## src/rtl/galois_lfsr_checker_sat_counter.sv

```systemverilog
// Saturating up-counter with synchronous clear; clear beats a same-cycle increment.
module sat_counter #(
    parameter int WIDTH = 32,
    parameter int INC_W = 3
) (
    input  logic             clk,
    input  logic             rst,
    input  logic             clear,
    input  logic [INC_W-1:0] inc,
    output logic [WIDTH-1:0] count
);

    logic [WIDTH-1:0] count_q;
    logic [WIDTH-1:0] count_d;
    logic [WIDTH:0]   sum_s;

    // Next count: clear, else clamp the one-bit-wider sum at all-ones.
    always_comb begin
        sum_s = {1'b0, count_q} + (WIDTH + 1)'(inc);
        if (clear) begin
            count_d = '0;
        end else if (sum_s[WIDTH]) begin
            count_d = '1;
        end else begin
            count_d = sum_s[WIDTH-1:0];
        end
    end

    // Count register.
    always_ff @(posedge clk or posedge rst) begin
        if (rst) begin
            count_q <= '0;
        end else begin
            count_q <= count_d;
        end
    end

    assign count = count_q;

endmodule

```

## config.mk

```make
export PLATFORM = sky130hd
export DESIGN_NAME = sat_counter
export DESIGN_NICKNAME = d
export VERILOG_FILES = /design/src/rtl/galois_lfsr_checker_sat_counter.sv
export SDC_FILE = /design/constraint.sdc
export NUM_CORES = 1
export LEC_CHECK = 0
export ABC_AREA = 1
export BUFFER_PORTS_ARGS = -buffer_cell sky130_fd_sc_hd__buf_4
export CORE_UTILIZATION = 39
export DETAILED_ROUTE_END_ITERATION = 10
export HOLD_SLACK_MARGIN = 0.05
export SLEW_MARGIN = 15
export SYNTH_ARGS = -nofsm -noshare
export SYNTH_HDL_FRONTEND = slang
export SYNTH_SLANG_ARGS = --single-unit
```

## constraint.sdc

```tcl
create_clock -name clk -period 2.27 [get_ports clk]
set_input_delay 0.454 -clock clk [delete_from_list [all_inputs] [get_ports clk]]
set_output_delay 0.454 -clock clk [all_outputs]
set_load 0.03 [all_outputs]
```

==> summary.md <==
The run finished with clean final reports. The portion of synthesized area spent on multiplexers is 0%. The run gives 0.852 as the final RePlAce weighted congestion. Using the TritonRoute via totals, the vias-per-cell ratio works out to 4.73.

Of the total synthesized cell area, the portion taken by full adders, half adders and majority gates is 2.65%. The floorplan step defined a die boundary enclosing 5870 um2. The number of clock sinks seen by CTS was 32; the post-cts hold buffer count was 0.

The initial core utilization was 41.4%; the clock edge transition at the registers on the reported setup and hold paths was 70 ps. Dividing the final minimum period by the clock period gives 85.9%. The most critical setup path has its startpoint at count[0]$_DFF_PP0_.

Dividing total power by cell area gives a power density of 453 nW/um2. The longest clock path from root to sink contains 2 buffers. For the via count of the first global-routing pass, the log shows 2004. After routing, the total negative slack on setup checks comes to 0 ps. The number of diodes is 0, and the number of I/O pins is 38. For the pin with the worst max-slew slack, the measured transition is 564 ps. Dividing the detail-routed wire length by the instance count gives 12.3 um. Once detail routing completed, the nets flagged for antenna violations numbered 0.

In this run the register-to-register setup slack is 320 ps. The estimated wirelength of the detail-placed design was 4010 um. For the number of DRC markers after the initial detailed-route iteration, the log shows 66. The core region is 5240 um2. The worst setup path is of the flip-flop to flip-flop kind.

Setup repair after global routing left no endpoint under its margin. The routed layout has 2014 vias. TritonCTS built the clock tree. The relative area change from synthesis to final layout works out to 20.0%. The utilization after layout was 49.7%; the register bit count reported by yosys was 32. The leading cell type in the layout, fill and taps excluded is nand2_1. The first global-routing pass estimated 9380 um of wire.

The register with the most flip-flops in the layout has 32 of them. The startpoint class of the critical path is a flip-flop. During synthesis, Yosys emitted a total of 0 warnings. The later-pin clock latency in the skew report came out at 280 ps. For the static power due to leakage, the log shows 1.30 nW. The number of buffers inserted to repair setup after CTS is 0, and the number of max-cap violations is 0. CTS placed an instance of clkbuf_8 at the clock tree root. The finished cells cover 2600 um2.

In the layout the commonest cells are nand2_1 (109), inv_1 (43), buf_4 (40). The die is 76.6 um tall. The tools report the destination of the worst register-to-register timing path as count[25]$_DFF_PP0_. Summed over all layers, the global routing overflow is 0. The synthesized area divided by synthesized cell count was 6.93 um2; the overall power of the completed layout was 1.18 mW. The maximum clock skew at final layout is 5.92 ps. The synthesized netlist devotes 5.65% of its cell area to compound gates.

The xor-xnor portion of the synthesized cell area came out at 3.63%. The number of antenna violations at the first check in global routing is 0. The proportion of synthesized chip area in sequential cells came out at 36.9%. The worst setup path is captured at a flip-flop. After detailed routing, the number of remaining DRC violations is 0. Summed over all layers, the routed wires come to 5250 um. The tools report the cell count after synthesis as 313.

The tools report the maximum clock frequency as 513 MHz. At the worst endpoint, the required time is 2450 ps. Summing the areas of all and, or, nand and nor instances in the mapped netlist gives 42.1% of the synthesized area. The post-layout minimum cycle time works out to 1950 ps.

The fraction of layout cells with a size suffix above 1 works out to 20.5%. Buffers placed on the I/O ports in this run total 37. By area, the combinational part of the netlist is dominated by simple AND/OR/NAND/NOR gates.

The path class of the tightest hold or removal check is input port to asynchronous set/reset pin. The startpoint identified for the worst register-to-register timing path is count[0]$_DFF_PP0_. The maximum net fanout on the critical path works out to 27. After the last flow step, the layout net total stands at 366. After detailed placement, the total cell area comes to 2530 um2. The synthesized area is 2170 um2. The run gives 62.2% as the normalized max-slew margin. The total global-route track usage was 20.5%; the first-pass detailed-route iteration total was 4.

The run gives 29 as the number of distinct library cell variants in the gate-level netlist after synthesis. The number of cells on the worst reg-to-reg path is 10. The number of max-slew violations in the final report was 0. The final number of setup-violating endpoints was 0.

Once the clock tree was built, the resizer swapped 0 gates to a different size. The number of levels the H-tree was split into was 2; the arrival time at the worst endpoint was 2130 ps. The number of failing hold endpoints at the final stage is 0. The die is 76.6 um wide. The worst-case IR drop observed on VDD is 0.000278 V.

After floorplanning, the core was divided into 26 placement rows. The tools report the number of buffers inserted during clock tree synthesis as 5. The net count after synthesis is 323, and the pin count of the biggest net entering global routing is 33.
routing by layer:
layer	GRT usage, %	up-vias	wire [um]
met5	0	-	0
li1	-	1051	-
met4	6.35	0	42
met3	3.71	5	174
met1	26.1	923	2560
met2	35.0	35	2470
how the worst max path moves through the flow:
stage                                to  slack [ps]  cells past startpoint
global placement    count[25]$_DFF_PP0_         120                     11
detailed placement  count[25]$_DFF_PP0_          80                     11
CTS                 count[25]$_DFF_PP0_         290                     10
floorplan           count[13]$_DFF_PP0_         300                     11
global route        count[28]$_DFF_PP0_         140                     11
finish              count[25]$_DFF_PP0_         320                     10
Yosys cell counts:
library cell / instances / area, um2
nand3_2: 2 / 20.0
nand4_1: 3 / 18.8
a31oi_1: 2 / 12.5
nor2_2: 7 / 43.8
and2_1: 1 / 6.26
nor2_1: 38 / 143
nor3_1: 2 / 10.0
ha_1: 3 / 37.5
buf_6: 2 / 22.5
or2_2: 3 / 18.8
xor2_1: 2 / 17.5
nand3b_1: 7 / 52.6
a31oi_2: 1 / 12.5
a21oi_2: 6 / 52.6
clkbuf_1: 1 / 3.75
buf_2: 1 / 5.00
nand3_4: 1 / 17.5
xnor2_1: 7 / 61.3
nor2_4: 3 / 33.8
clkinv_1: 1 / 3.75
o21ai_0: 4 / 20.0
nand3_1: 22 / 110
inv_1: 43 / 161
a21oi_1: 5 / 25.0
nand2_1: 109 / 409
fa_1: 1 / 20.0
nand2_2: 3 / 18.8
dfrtp_1: 32 / 801
nand2_4: 1 / 11.3
cells by family (layout without fill, tap and decap cells):
kind of cell,count (synthesis),count (layout)
fa+ha+maj,4,4
compound gates,18,18
buf+inv,48,91
flops,32,32
simple gates,202,202
xor+xnor,9,9
critical path: stages (launching register included):
cell and delay [ps]:
dfrtp_1 380, ha_1 210, fa_1 400, nand3_2 90, nand2_2 80, nand2_4 90
nor2_4 50, nand3_4 260, nand3_1 130, nand2_1 80, inv_1 50
area by class of cell:
class                           count  area (um2)
Clock inverter                      1        5.00
Tap cell                           70        87.6
Fill cell                         542        2630
Multi-Input combinational cell    233        1170
Clock buffer                        6        72.6
Sequential cell                    32         801
Inverter                           44         165
Timing Repair Buffer               40         300
per-stage QoR:
step           setup WS, ps  hold WS [ps]  instances
6_report                319           263        426
5_1_grt                 140           317        426
4_1_cts                 287           278        426
3_5_place_dp           83.2           591        419
3_3_place_gp            117           579        419
2_1_floorplan           299           513        313
power by group:
part	leakage, nW	switching [mW]	total [mW]	internal (mW)
logic	0.815	0.103	0.163	0.0607
registers	0.443	0.0165	0.601	0.585
clock network	0.0410	0.208	0.416	0.208
Note: power is estimated with default switching activity, not from simulation.
